### config.mk
export PLATFORM = sky130hd
export DESIGN_NAME = load_store_unit
export DESIGN_NICKNAME = d
export VERILOG_FILES = /design/src/rtl/lsu_pkg.sv /design/src/rtl/lsu_lane_align.sv /design/src/rtl/load_store_unit.sv
export SDC_FILE = /design/constraint.sdc
export NUM_CORES = 1
export LEC_CHECK = 0
export ABC_AREA = 1
export BUFFER_PORTS_ARGS = -buffer_cell sky130_fd_sc_hd__buf_2
export CAP_MARGIN = 25
export CORE_MARGIN = 2
export CORE_UTILIZATION = 51
export DETAILED_ROUTE_END_ITERATION = 8
export PLACE_DENSITY = 0.95
export SYNTH_ARGS = -nofsm -noshare
export SYNTH_HDL_FRONTEND = slang
export SYNTH_HIERARCHICAL = 1
export SYNTH_SLANG_ARGS = --single-unit
### constraint.sdc
create_clock -name clk -period 2.6 [get_ports clk]
set_clock_uncertainty 0.1 [all_clocks]
set_input_delay 0.52 -clock clk [delete_from_list [all_inputs] [get_ports clk]]
set_output_delay 0.52 -clock clk [all_outputs]
set_load 0.01 [all_outputs]
### src/rtl/lsu_pkg.sv
// Shared types and fault rules for the load/store unit.
// Misaligned-access faulting is enabled by defining LSU_ALIGN_CHECK_EN.
package lsu_pkg;

    typedef enum logic [1:0] {
        SIZE_BYTE    = 2'b00,
        SIZE_HALF    = 2'b01,
        SIZE_WORD    = 2'b10,
        SIZE_ILLEGAL = 2'b11
    } lsu_size_e;

    typedef enum logic [1:0] {
        IDLE   = 2'b00,
        ACCESS = 2'b01,
        RESP   = 2'b10
    } lsu_state_e;

    function automatic logic is_misaligned(lsu_size_e size, logic [1:0] offset);
        logic result;
        result = 1'b0;
        if (size == SIZE_HALF) begin
            result = offset[0];
        end else if (size == SIZE_WORD) begin
            result = (offset != 2'b00);
        end
        return result;
    endfunction

    // Misaligned requests either fault or reach here and get force-aligned.
    function automatic logic [1:0] align_offset(lsu_size_e size, logic [1:0] offset);
        logic [1:0] result;
        result = offset;
        if (size == SIZE_HALF) begin
            result = {offset[1], 1'b0};
        end else if (size == SIZE_WORD) begin
            result = 2'b00;
        end
        return result;
    endfunction

    function automatic logic request_fault(lsu_size_e size, logic [31:0] addr,
                                           logic [31:0] capacity);
        logic result;
        result = (size == SIZE_ILLEGAL) || (addr >= capacity);
`ifdef LSU_ALIGN_CHECK_EN
        result = result || is_misaligned(size, addr[1:0]);
`endif
        return result;
    endfunction

endpackage

### src/rtl/lsu_lane_align.sv
// Combinational byte-lane steering: store replication/byte mask and
// load lane extraction with sign or zero extension.
module lsu_lane_align
    import lsu_pkg::*;
(
    input  lsu_size_e   size,
    input  logic [1:0]  offset,
    input  logic        is_unsigned,
    input  logic [31:0] store_data,
    input  logic [31:0] load_word,
    output logic [3:0]  byte_mask,
    output logic [31:0] store_word,
    output logic [31:0] load_data
);

    logic [31:0] shifted;

    assign shifted = load_word >> {offset, 3'b000};

    always_comb begin
        byte_mask  = 4'b0000;
        store_word = 32'h0;
        load_data  = 32'h0;
        case (size)
            SIZE_BYTE: begin
                byte_mask  = 4'b0001 << offset;
                store_word = {4{store_data[7:0]}};
                load_data  = is_unsigned ? {24'h0, shifted[7:0]}
                                         : {{24{shifted[7]}}, shifted[7:0]};
            end
            SIZE_HALF: begin
                byte_mask  = 4'b0011 << offset;
                store_word = {2{store_data[15:0]}};
                load_data  = is_unsigned ? {16'h0, shifted[15:0]}
                                         : {{16{shifted[15]}}, shifted[15:0]};
            end
            SIZE_WORD: begin
                byte_mask  = 4'b1111;
                store_word = store_data;
                load_data  = load_word;
            end
            default: begin
                byte_mask  = 4'b0000;
                store_word = 32'h0;
                load_data  = 32'h0;
            end
        endcase
    end

endmodule

### src/rtl/load_store_unit.sv
// Load/store unit: three-state request FSM driving one synchronous memory port.
// Define LSU_ALIGN_CHECK_EN to fault misaligned accesses instead of force-aligning.
module load_store_unit
    import lsu_pkg::*;
#(
    parameter int CAPACITY_BYTES = 128,
    parameter int BYTES_PER_WORD = 4,
    localparam int ADDR_BITS = $clog2(CAPACITY_BYTES)
) (
    input  logic                 clk,
    input  logic                 reset,
    input  logic                 req_valid,
    output logic                 req_ready,
    input  logic                 req_write,
    input  logic [1:0]           req_size,
    input  logic                 req_unsigned,
    input  logic [31:0]          req_addr,
    input  logic [31:0]          req_wr_data,
    output logic                 rsp_valid,
    output logic [31:0]          rsp_rd_data,
    output logic                 rsp_fault,
    output logic                 mem_reset,
    output logic [ADDR_BITS-1:0] mem_address,
    output logic                 mem_rd_en,
    output logic [31:0]          mem_wr_data,
    output logic [3:0]           mem_wr_en,
    input  logic [31:0]          mem_rd_data
);

    localparam int LANE_BITS = $clog2(BYTES_PER_WORD);

    lsu_state_e           state;
    lsu_state_e           state_next;
    logic                 r_write;
    lsu_size_e            r_size;
    logic                 r_unsigned;
    logic [ADDR_BITS-1:0] r_addr;
    logic [31:0]          r_wr_data;
    logic                 r_fault;

    lsu_size_e            in_size;
    logic                 in_fault;
    logic                 accept;
    logic [3:0]           lane_mask;
    logic [31:0]          lane_store;
    logic [31:0]          lane_load;

    assign in_size   = lsu_size_e'(req_size);
    assign in_fault  = request_fault(in_size, req_addr, 32'(CAPACITY_BYTES));
    assign accept    = (state == IDLE) && req_valid;
    assign mem_reset = reset;

    // The stored offset is already force-aligned, so lanes never straddle a word.
    always_ff @(posedge clk) begin
        if (reset) begin
            state      <= IDLE;
            r_write    <= 1'b0;
            r_size     <= SIZE_BYTE;
            r_unsigned <= 1'b0;
            r_addr     <= '0;
            r_wr_data  <= 32'h0;
            r_fault    <= 1'b0;
        end else begin
            state <= state_next;
            if (accept) begin
                r_write    <= req_write;
                r_size     <= in_size;
                r_unsigned <= req_unsigned;
                r_addr     <= {req_addr[ADDR_BITS-1:LANE_BITS],
                               align_offset(in_size, req_addr[1:0])};
                r_wr_data  <= req_wr_data;
                r_fault    <= in_fault;
            end
        end
    end

    always_comb begin
        state_next = state;
        req_ready  = 1'b0;
        case (state)
            IDLE: begin
                req_ready = 1'b1;
                if (req_valid) begin
                    state_next = in_fault ? RESP : ACCESS;
                end
            end
            ACCESS:  state_next = RESP;
            RESP:    state_next = IDLE;
            default: state_next = IDLE;
        endcase
    end

    lsu_lane_align u_lane_align (
        .size        (r_size),
        .offset      (r_addr[1:0]),
        .is_unsigned (r_unsigned),
        .store_data  (r_wr_data),
        .load_word   (mem_rd_data),
        .byte_mask   (lane_mask),
        .store_word  (lane_store),
        .load_data   (lane_load)
    );

    // Gating with reset keeps an interrupted store from reaching memory.
    always_comb begin
        mem_address = '0;
        mem_rd_en   = 1'b0;
        mem_wr_en   = 4'b0000;
        mem_wr_data = 32'h0;
        rsp_valid   = 1'b0;
        rsp_fault   = 1'b0;
        rsp_rd_data = 32'h0;
        if (!reset && state == ACCESS) begin
            mem_address = {r_addr[ADDR_BITS-1:LANE_BITS], {LANE_BITS{1'b0}}};
            mem_rd_en   = !r_write;
            if (r_write) begin
                mem_wr_en   = lane_mask;
                mem_wr_data = lane_store;
            end
        end
        if (!reset && state == RESP) begin
            rsp_valid = 1'b1;
            rsp_fault = r_fault;
            if (!r_write && !r_fault) begin
                rsp_rd_data = lane_load;
            end
        end
    end

endmodule

==> results by group, run 1 <==
Floorplanning
  • Num rows: 31
  • I/O pins: 183
  • Die ar.: 0.00794 mm²
  • Die Y: 89.1 µm
  • DIE WIDTH: 89.1 µm
  • Initial Utilization: 0.517
  • Core area: 0.00714 mm²

Pwr
  • Internal: 0.00118 W
  • PnR Total Power: 0.00185 W
  • Pleak: 2.46 nW
  • Net Sw Frac: 0.365
  • Worst vdd ir: 0.399 mV
  • Clock power frac: 0.245
  • Pwr dens: 395 mW/mm²
  • Combinational share of power: 0.323
  • Sequential power share: 0.432
  • Switching Power: 0.000675 W

Timing
  • Top achievable clock speed: 0.397 GHz
  • Relative max-transition margin: 0.538
  • Max-slew violation count: 0
  • Final hold vios: 0
  • RSZ-0062 raised after global routing: true
  • Worst Tran Pin Value: 0.691 ns
  • Final setup vio count: 0
  • Final min period: 2.52 ns
  • Fin crit share: 0.968

Drt
  • Vias per std cell: 5.10
  • Via count: 4728
  • Routed wire length: 11.4 mm
  • DRC Markers: 0
  • DRT Pass-1 Iters: 6
  • Routed wire per std cell: 12.3 µm
  • Post-route antenna net violation count: 0
  • Iter 0 DRT Violations: 372

Worst setup path
  • Crit path max-delay family: simple AND/OR/NAND/NOR gates
  • Critical Path Max Stage Delay: 0.35 ns
  • Worst EP required: 1.98 ns
  • Crit-path max FO: 16
  • RR Startpoint: state[0]$_SDFFE_PP0P_
  • CP startpoint kind: flop
  • Worst Setup End Kind: output pin
  • Worst Path Buf+Inv: 3
  • CP Launch Point: r_addr[0]$_SDFFE_PP0P_
  • CP cell instances: buf_6 -> inv_2 -> nand2_1 -> nand3_1 -> nand2_2 -> nand2_2 -> nand3_1 -> nand2_1 -> nor2_1 -> buf_2
  • Critical path's slowest cell: dfxtp_1
  • Critical Path AT: 1.90 ns
  • Critical path type: reg -> out

Cells and area
  • Most frequent cells in the layout: 204 x nand2_1, 180 x buf_2, 161 x nor2_1, 56 x nand3_1, 44 x dfxtp_1
  • Share of cells above drive strength 1: 0.292
  • Most common cell after layout, fill and taps aside: nand2_1
  • Filler cells: 717
  • Post-route insts no fill: 927
  • Area grow syn2layout: 27.0%
  • End-of-flow core utilization: 0.657
  • N_diodes: 0
  • Nets@finish: 930
  • Post-Layout Inst Area: 0.00469 mm²

Logic synthesis
  • Top cell type by total area after synthesis: dfxtp_1
  • Top cell type's share of synthesized area: 0.249
  • Synth area leaders: dfxtp_1 25%, nand2_1 21%, nor2_1 17%, nand3_1 7.6%, o21ai_1 4.6%
  • Post-synthesis mux area share: 0
  • Synth Cell Area: 0.00369 mm²
  • Seq/Total Area, Yosys: 0.249
  • Adder-Cell Fraction of Synth Area: 0
  • Register bit total from synthesis: 46
  • Synth Area in Compound Gates: 0.119
  • Synth Instances: 666
  • Yosys cell types: 27
  • Syn Area/Cell: 5.54 µm²
  • Largest family of logic cells by synthesized area: simple AND/OR/NAND/NOR gates
  • Xor/xnor share of the synthesized area: 0
  • Simple-gate share of the synthesized area: 0.500
  • Syn. warnings: 6

Global route
  • Largest net degree at the start of global routing: 47
  • Initial antenna violation count: 0
  • GR Overflow Total: 0
  • GRT Total Usage: 0.267
  • Number of global-route vias before repair: 3850
  • First-pass GRT wire length: 17.0 mm

Clocking
  • H-tree depth: 2
  • Clock sink count: 46
  • Num CTS Buffers: 5
  • Hold buffer count at CTS: 0
  • Skew-Pair Late Insertion Delay: 0.30 ns
  • CTS tree: done
  • Clock-pin slew on the worst setup and hold paths: 0.09 ns
  • CTS root buffer: clkbuf_8
  • Clk buf depth: 2

Placement
  • Placed inst area: 0.00451 mm²
  • Inst Count DP: 914
  • Final RePlAce weighted congestion: 0.967
  • IO buf count: 180
  • Hpwl dp: 8.28 mm

Min path
  • Hold/Removal Path Class: in -> reg
  • HP Start: req_wr_data[7]

Flow run
  • Max-cap viol count: 0

Status
  • Outcome: finished clean
-- cells by family (layout without fill, tap and decap cells) --
logic type             Yosys count  count (layout)
AO/OA/AOI/OAI                   79              79
other                            1               2
AND/OR/NAND/NOR                450             451
flip-flops                      46              46
buffers and inverters           90             250
-- tightest hold or removal path, delay by kind of cell --
family                 cells  cell delay, ns
and+or+nand+nor            1            0.07
AOI/OAI and AO/OA          1            0.05
buffers and inverters      1            0.07
-- what timing repair did --
action                                  4_1_cts  5_1_grt
endpoints found under the setup margin        9       35
gates cloned                                  0        1
pin swaps                                     0        2
setup buffers                                 2        2
gates resized for setup                       2       13
-- worst paths after layout --
check                                    to  slack (ns)  cells after the start
setup / recovery            rsp_rd_data[15]        0.08                     10
hold / removal    r_wr_data[7]$_SDFFE_PP0P_        0.35                      3
setup reg to reg     r_addr[1]$_SDFFE_PP0P_        1.01                      5
hold reg to reg      r_addr[6]$_SDFFE_PP0P_        0.37                      2
-- synth_stat cells --
cell type,n
conb_1,1
clkbuf_4,1
clkbuf_1,7
or2_2,1
buf_2,16
nor2_4,1
nand2_1,207
o211ai_1,14
inv_1,41
inv_2,4
nand3_4,1
nor2_2,12
nand3_1,56
and2_1,2
o31ai_1,1
nand2_2,5
o21ai_2,1
nor2_1,163
buf_4,10
dfxtp_1,46
a21oi_2,1
buf_6,11
o21ai_1,34
or2_1,1
o21ai_0,20
nor3_4,1
a21oi_1,8
-- power by group through the flow --
stage,registers (W),logic (W),clock network (W)
2_1_floorplan,0.000799,0.000421,0
3_3_place_gp,0.000808,0.000553,0
3_5_place_dp,0.000811,0.000561,0
4_1_cts,0.000796,0.000569,0.000456
5_1_grt,0.000805,0.000671,0.000486
6_report,0.000799,0.000598,0.000454
-- metrics by stage --
step | hold slack (ns) | TNS [ns] | setup WS [ns]
finish | 0.347 | 0 | 0.0842
CTS | 0.345 | 0 | 0.0426
detailed placement | 0.353 | 0 | 0.317
floorplan | 0.329 | 0 | 0.701
global placement | 0.345 | 0 | 0.333
global route | 0.351 | -0.197 | -0.0294
-- routing by layer --
| layer | global-route usage | vias to the layer above | share of wire |
|---|---|---|---|
| li1 | - | 2391 | - |
| met1 | 0.329 | 2070 | 0.40 |
| met2 | 0.459 | 246 | 0.48 |
| met3 | 0.0656 | 21 | 0.11 |
| met4 | 0.0801 | 0 | 0.017 |
| met5 | 0 | - | 0 |
-- final cells by class --
class,instances,area (µm²),share of cell area
Timing Repair Buffer,197,1040,0.221
Inverter,45,176,0.0376
Clock inverter,3,25.0,0.00534
Tap cell,99,124,0.0264
Clock buffer,5,68.8,0.0147
Sequential cell,46,923,0.197
Multi-Input combinational cell,532,2330,0.498
-- sequential cells by signal, summed over array words and instances (netlist names) --
signal	cells
r_unsigned	1
r_fault	1
r_size	2
state	2
r_addr	7
r_write	1
r_wr_data	32
Note: power is estimated with default switching activity, not from simulation.
==> run 2: changes to the inputs <==
Settings changed: CORE_ASPECT_RATIO from default to 1.75, REMOVE_ABC_BUFFERS from default to 1.
==> run 2 against run 1 <==
  * Worst hold slack better by 0.0093 ns
  * Sequential power hardly changed
  * Non-clock buffer count grew 1
  * Clock-buffer cell count is 1 higher
  * Register-to-register slack better by 0.02 ns
  * Setup slack improved by 0.0060 ns
  * Flip-flop and latch count stayed put
  * Highest routed layer unchanged
  * Critical endpoint is now rsp_rd_data[1]
==> results by group, run 2 (synthesized netlist as in run 1, its figures left out) <==
Timing
  • Fin crit share: 0.965 (-0.00232)
  • Final hold vios: 0 (unchanged)
  • RSZ-0062 raised after global routing: true
  • Final min period: 2.51 ns (-0.00603 ns)
  • Post-route setup slack: 0.0902 ns (+0.00603 ns)
  • Final setup vio count: 0 (unchanged)
  • Relative max-transition margin: 0.530 (-0.00850)
  • Top achievable clock speed: 0.398 GHz (+0.24%)
  • Worst Tran Pin Value: 0.704 ns (+0.0127 ns)
  • Max-slew violation count: 0 (unchanged)

Drt
  • Routed wire per std cell: 12.4 µm (+0.82%)
  • Routed wire length: 11.3 mm (-0.60%)
  • DRT Pass-1 Iters: 5 (-1)
  • Via count: 4674 (-1.1%)
  • DRC Markers: 0 (unchanged)
  • Post-route antenna net violation count: 0 (unchanged)
  • Vias per std cell: 5.11 (+0.26%)
  • Iter 0 DRT Violations: 286 (-23%)

Cells and area
  • Reg with most FFs: r_wr_data
  • Area of the multi-input gates: 0.00231 mm² (-1.1%)
  • Nets@finish: 930 (unchanged)
  • Share of cells above drive strength 1: 0.283 (-0.00966)
  • Most common cell after layout, fill and taps aside: nand2_1
  • Largest registers: r_wr_data x32, r_addr x7
  • Sequential Area: 921 µm² (-0.27%)
  • N_diodes: 0 (unchanged)
  • Most frequent cells in the layout: 207 x nand2_1, 180 x buf_2, 163 x nor2_1, 55 x nand3_1, 46 x dfxtp_1
  • Largest register FFs: 32 (unchanged)
  • Area grow syn2layout: 28.3%
  • Filler cells: 701 (-2.2%)

Pwr
  • PnR Total Power: 0.00210 W (+13%)
  • Pleak: 2.50 nW (+1.8%)
  • Pwr dens: 443 mW/mm² (+12%)
  • Worst vdd ir: 0.455 mV (+14%)

Placement
  • Hpwl dp: 8.44 mm (+2.0%)
  • Final RePlAce weighted congestion: 0.895 (-7.5%)
  • Place WS: 0.305 ns (-0.0112 ns)
  • IO buf count: 180 (unchanged)

Floorplanning
  • I/O pins: 183 (unchanged)
  • Core area: 0.00713 mm² (about the same)
  • Num rows: 41 (+32%)
  • DIE WIDTH: 68.3 µm (-23%)
  • Die ar.: 0.00796 mm² (+0.34%)
  • Die Y: 117 µm (+31%)
  • Initial Utilization: 0.518 (about the same)

Clocking
  • CTS tree: done
  • H-tree depth: 2 (unchanged)
  • Num CTS Buffers: 5 (unchanged)
  • Clk buf depth: 2 (unchanged)
  • Clock-pin slew on the worst setup and hold paths: 0.06 ns (-0.03 ns)
  • Skew-Pair Late Insertion Delay: 0.28 ns (-0.02 ns)
  • Clock sink count: 46 (unchanged)
  • CTS root buffer: clkbuf_16
  • Hold buffer count at CTS: 0 (unchanged)

Worst setup path
  • CP startpoint kind: flop
  • Critical path type: reg -> out
  • Critical Path AT: 1.89 ns (about the same)
  • Crit-path max FO: 11 (-5)
  • Worst Setup End Kind: output pin
  • Worst EP required: 1.98 ns (about the same)

Global route
  • GRT Total Usage: 0.280 (+0.0135)
  • Initial antenna violation count: 0 (unchanged)
  • Met3 Usage GRT: 0.0318 (-0.0338)
  • Busiest grt layer: met2
  • First-pass GRT wire length: 17.7 mm (+3.6%)
  • GR Overflow Total: 0 (unchanged)
  • GR Util met1: 0.269 (-0.0595)
  • Number of global-route vias before repair: 4203 (+9.2%)
  • Largest net degree at the start of global routing: 47 (unchanged)
  • Met2 GRT Util: 0.568 (+0.108)

Min path
  • Hold/Removal Path Class: reg -> reg

Flow run
  • Max-cap viol count: 0 (unchanged)

Status
  • Outcome: finished clean
[run 2: cell count changes in the layout (fill, tap and decap cells not counted), moves of 3 or more]
cell       change
nand2_2        -3
clkbuf_16      +5
nand2_1        +3
clkbuf_8       -5
[run 2: metrics by stage]
stage	utilization	cell area (µm²)	cells	setup TNS (ns)	hold WS, ns
2_1_floorplan	-	3380	622	0	0.332
3_3_place_gp	0.634	4520	902	0	0.342
3_5_place_dp	0.634	4520	902	0	0.347
4_1_cts	0.660	4710	912	0	0.356
5_1_grt	0.664	4740	914	-0.0343	0.374
6_report	0.664	4740	914	0	0.356
[run 2: path summary, 6_finish.rpt]
path | start | endpoint | slack, ns | depth (start not counted)
setup / recovery | r_addr[1]$_SDFFE_PP0P_ | rsp_rd_data[1] | 0.09 | 9
hold / removal | r_addr[3]$_SDFFE_PP0P_ | r_addr[3]$_SDFFE_PP0P_ | 0.36 | 2
setup reg to reg | state[0]$_SDFFE_PP0P_ | r_addr[1]$_SDFFE_PP0P_ | 1.03 | 5
hold reg to reg | r_addr[3]$_SDFFE_PP0P_ | r_addr[3]$_SDFFE_PP0P_ | 0.36 | 2
[run 2: layer usage]
metal	vias to the layer above	routed length, µm
met5	-	0
met4	0	330
met3	33	777
met2	196	6250
met1	2050	3940
li1	2395	-
[run 2: final cells by class]
| cell class | count | share of cell area |
|---|---|---|
| clock buffers | 6 | 0.0272 |
| inverters | 45 | 0.0365 |
| multi-input cells | 531 | 0.487 |
| clock inverters | 2 | 0.00792 |
| well taps | 86 | 0.0227 |
| flip-flops and latches | 46 | 0.194 |
| repair buffers | 198 | 0.224 |
[run 2: critical path, cell delays in order, from the launching register on]
cell        delay (ns)
dfxtp_1           0.35
clkinvlp_4        0.12
buf_4             0.18
nand2_1           0.09
o21ai_2           0.34
nand2_1           0.11
o211ai_1          0.10
nand2_1           0.07
nor2_1            0.10
buf_2             0.13
[run 2: timing repair]
| item | in CTS | in global routing |
|---|---|---|
| gates resized for setup | 1 | 3 |
| hold endpoints to repair | 0 | 0 |
| pin swaps | 0 | 1 |
| buffers inserted | 2 | 2 |
| setup endpoints to repair | 1 | 24 |
[run 2: power by group]
part           total [W]  internal [W]  switching [W]
clock           0.000715      0.000454       0.000261
sequential      0.000796      0.000759      0.0000361
combinational   0.000590      0.000223       0.000367
==> run 3: changes to the inputs <==
Settings changed: ABC_AREA 1 to default, CORE_UTILIZATION 51 to 42, PLACE_DENSITY 0.95 to 0.87.
Clock period 2.6 ns to 2.3 ns, I/O delays scaled along.
==> run 3 against run 2 <==
  * The flow now finishes with violations (negative setup slack)
  * Via count down 7.7%
  * Global-route usage fell by 2.5 points
  * Combinational power increased by 7.8%
  * Synthesized area decreased by 4.4%
  * Utilization decreased by 6.6 points
  * Sequential share of layout area fell by 0.55 points
  * Setup slack worse by 0.27 ns
  * Final area is 4.3% higher
  * Critical path type unchanged
  * Flip-flop and latch count stayed put
  * Non-clock buffer count is 13 higher
  * Critical path depth decreased by 3
  * Routed wire length increased by 9.6%
==> results by group, run 3 <==
Min path
  • Min-Delay Path Depth: 3 (+1)
  • HP Start: req_addr[6]
  • Hold Path Sink: r_addr[6]$_SDFFE_PP0P_
  • Hold/Removal Path Class: in -> reg

Floorplanning
  • Die ar.: 0.00918 mm² (+15%)
  • DIE WIDTH: 73.3 µm (+7.3%)
  • Initial Utilization: 0.427 (-0.0904)
  • Num rows: 44 (+7.3%)
  • Core area: 0.00826 mm² (+16%)
  • Die Y: 125 µm (+7.5%)
  • I/O pins: 183 (unchanged)

Worst setup path
  • CP cell instances: mux2i_4 -> o22ai_4 -> a32o_4 -> a21o_1 -> and2_1 -> buf_2
  • CP startpoint kind: flop
  • Reg2reg path depth: 4 (-1)
  • Critical path type: reg -> out
  • RR Startpoint: state[0]$_SDFFE_PP0P_
  • Crit path max-delay family: compound AO/OA/AOI/OAI gates
  • Worst R2R Setup Slack: 0.59 ns (-0.44 ns)
  • Worst R2R End: r_fault$_SDFFE_PP0P_
  • Worst Setup End Kind: output pin
  • Critical Path AT: 1.92 ns (+0.03 ns)
  • Crit-path max FO: 8 (-3)
  • Worst Path Buf+Inv: 1 (-2)
  • Critical path's slowest cell: dfxtp_4
  • Critical Path Max Stage Delay: 0.44 ns (+0.09 ns)
  • Worst EP required: 1.74 ns (-0.24 ns)

Cells and area
  • Largest register FFs: 32 (unchanged)
  • Most common cell after layout, fill and taps aside: buf_2
  • Largest registers: r_wr_data x32, r_addr x7
  • Filler cells: 736 (+5.0%)
  • Most frequent cells in the layout: 177 x buf_2, 99 x nand2_1, 74 x a21oi_1, 42 x dfxtp_1, 41 x and3_1
  • Post-Layout Inst Area: 0.00494 mm² (+4.3%)
  • Area grow syn2layout: 40.0%
  • N_diodes: 0 (unchanged)
  • Nets@finish: 780 (-16%)
  • Share of cells above drive strength 1: 0.385 (+0.102)
  • Reg with most FFs: r_wr_data

Clocking
  • CTS tree: done
  • Skew-Pair Late Insertion Delay: 0.28 ns (about the same)
  • H-tree depth: 2 (unchanged)
  • Num CTS Buffers: 5 (unchanged)
  • CTS root buffer: clkbuf_16
  • Clock-pin slew on the worst setup and hold paths: 0.06 ns (about the same)
  • Hold buffer count at CTS: 0 (unchanged)
  • Clk buf depth: 2 (unchanged)
  • Clock sink count: 46 (unchanged)

Logic synthesis
  • Leading post-synthesis cells by instance count: 100 x nand2_1, 75 x a21oi_1, 46 x dfxtp_1
  • Yosys cell types: 41 (+52%)
  • Count leader, synth: nand2_1
  • Top cell type's share of synthesized area: 0.261 (+0.0115)
  • Synth Instances: 508 (-24%)
  • FFs w/ async S/R, synth: 0 (unchanged)
  • Seq/Total Area, Yosys: 0.261 (+0.0115)
  • EDFF count, synth: 0 (unchanged)
  • Syn Area/Cell: 6.95 µm² (+25%)
  • Register bit total from synthesis: 46 (unchanged)
  • Syn. warnings: 6 (unchanged)
  • Top cell type by total area after synthesis: dfxtp_1
  • Synth Flop Type: dfxtp_1
  • Synth area leaders: dfxtp_1 26%, a21oi_1 11%, nand2_1 11%, and2_1 7.3%, and3_1 7.3%
  • Synth Cell Area: 0.00353 mm² (-4.4%)

Pwr
  • Worst vdd ir: 0.561 mV (+23%)
  • Pwr dens: 452 mW/mm² (+1.9%)
  • Clock power frac: 0.321 (-0.019)
  • Net Sw Frac: 0.294 (-0.0219)
  • Switching Power: 0.000658 W (-1.0%)
  • Combinational share of power: 0.285 (+0.004)
  • Pleak: 2.63 nW (+5.1%)
  • Sequential power share: 0.394 (+0.015)
  • Internal: 0.00158 W (+9.8%)

Timing
  • Fin crit share: 1.08
  • Top achievable clock speed: 0.404 GHz
  • RSZ-0062 raised after global routing: true
  • Final min period: 2.48 ns
  • Final hold vios: 0 (unchanged)
  • Hold WS: 0.315 ns (-0.0416 ns)
  • Post-route setup slack: -0.177 ns (-0.267 ns)
  • Max-slew violation count: 0 (unchanged)
  • Final setup vio count: 32 (+32)

Drt
  • DRT Pass-1 Iters: 4 (-1)
  • Via count: 4315 (-7.7%)
  • Iter 0 DRT Violations: 235 (-18%)
  • Vias per std cell: 5.60 (+9.6%)
  • DRC Markers: 0 (unchanged)
  • Post-route antenna net violation count: 0 (unchanged)
  • Routed wire length: 12.4 mm (+9.6%)
  • Routed wire per std cell: 16.1 µm (+30%)

Global route
  • Largest net degree at the start of global routing: 40 (-15%)
  • GRT Total Usage: 0.255 (-0.0248)
  • GR Overflow Total: 0 (unchanged)
  • Initial antenna violation count: 0 (unchanged)
  • Number of global-route vias before repair: 4092 (-2.6%)
  • First-pass GRT wire length: 19.0 mm (+7.8%)

Flow run
  • Max-cap viol count: 0 (unchanged)

Placement
  • Hpwl dp: 8.52 mm (+0.96%)
  • IO buf count: 180 (unchanged)
  • Final RePlAce weighted congestion: 0.812 (-9.3%)
  • Place WS: -0.119 ns (-0.424 ns)
  • Placed inst area: 0.00454 mm² (+0.33%)

Status
  • Outcome: finished with violations
  • Failing checks: negative setup slack
[run 3: cell types whose count changed after synthesis, sizes merged, moves of 15 or more]
cell	before	now
nor2	176	7
nand2	212	100
a21oi	9	75
nand3	57	2
inv	45	2
and3	0	41
and2	2	42
a21o	0	25
o21ai	55	33
nor2b	0	15
[run 3: cells by family (layout without fill, tap and decap cells)]
family / count (synthesis) / count (layout) / synth area share
muxes: 17 / 17 / 0.0528
and+or+nand+nor: 235 / 235 / 0.351
buffers and inverters: 53 / 221 / 0.0723
AOI/OAI and AO/OA: 156 / 157 / 0.262
other: 1 / 2 / 0.00106
DFF: 46 / 46 / 0.261
[run 3: worst max-delay path by stage]
| stage | from | to | slack [ns] | cells past startpoint |
|---|---|---|---|---|
| 6_report | r_addr[0]$_SDFFE_PP0P_ | rsp_rd_data[31] | -0.18 | 6 |
| 5_1_grt | r_addr[0]$_SDFFE_PP0P_ | rsp_rd_data[18] | -0.23 | 6 |
| 4_1_cts | r_addr[0]$_SDFFE_PP0P_ | rsp_rd_data[19] | -0.15 | 6 |
| 3_5_place_dp | mem_rd_data[15] | rsp_rd_data[31] | -0.12 | 7 |
| 3_3_place_gp | mem_rd_data[15] | rsp_rd_data[18] | -0.06 | 7 |
| 2_1_floorplan | r_size[1]$_SDFFE_PP0P_ | mem_wr_data[16] | -0.74 | 3 |
[run 3: worst register-to-register path: stages, from the launching register on]
cell and delay, ns:
dfxtp_1 0.35, buf_4 0.18, or3b_1 0.37, buf_4 0.23, o311a_1 0.37
[run 3: power by group through the flow]
stage	Combinational (W)	Clock, W	Sequential [W]
after global placement	0.000540	0	0.000891
after detailed placement	0.000561	0	0.000895
final	0.000636	0.000716	0.000881
after global routing	0.000697	0.000763	0.000886
after floorplan	0.000287	0	0.000910
after CTS	0.000605	0.000734	0.000878
[run 3: layout make-up]
class	instances	area, µm²	area share
Multi-Input combinational cell	411	2480	0.501
Timing Repair Buffer	211	1260	0.255
Sequential cell	46	933	0.189
Clock buffer	7	143	0.0289
Tap cell	92	115	0.0233
Inverter	2	7.51	0.00152
Clock inverter	1	5.00	0.00101
[run 3: through the flow]
stage                     TNS (ns)  power, W  cells   util
after floorplan             -24.51   0.00120    458      -
after global placement      -0.929   0.00143    755  0.549
after detailed placement     -1.63   0.00146    755  0.549
after CTS                    -3.40   0.00222    766  0.582
after global routing         -5.87   0.00235    770  0.598
final                        -3.64   0.00223    770  0.598
[run 3: repair_timing]
| item | CTS | global route |
|---|---|---|
| pin swaps | 6 | 0 |
| setup buffers | 2 | 2 |
| gates resized for setup | 23 | 20 |
| endpoints found under the setup margin | 54 | 47 |
| gates cloned | 1 | 2 |
[run 3: routing by layer]
layer | up-vias | part of all wire | global-route usage
li1 | 2095 | - | -
met1 | 2007 | 0.36 | 0.264
met2 | 177 | 0.55 | 0.486
met3 | 36 | 0.050 | 0.0379
met4 | 0 | 0.034 | 0.107
met5 | - | 0 | 0
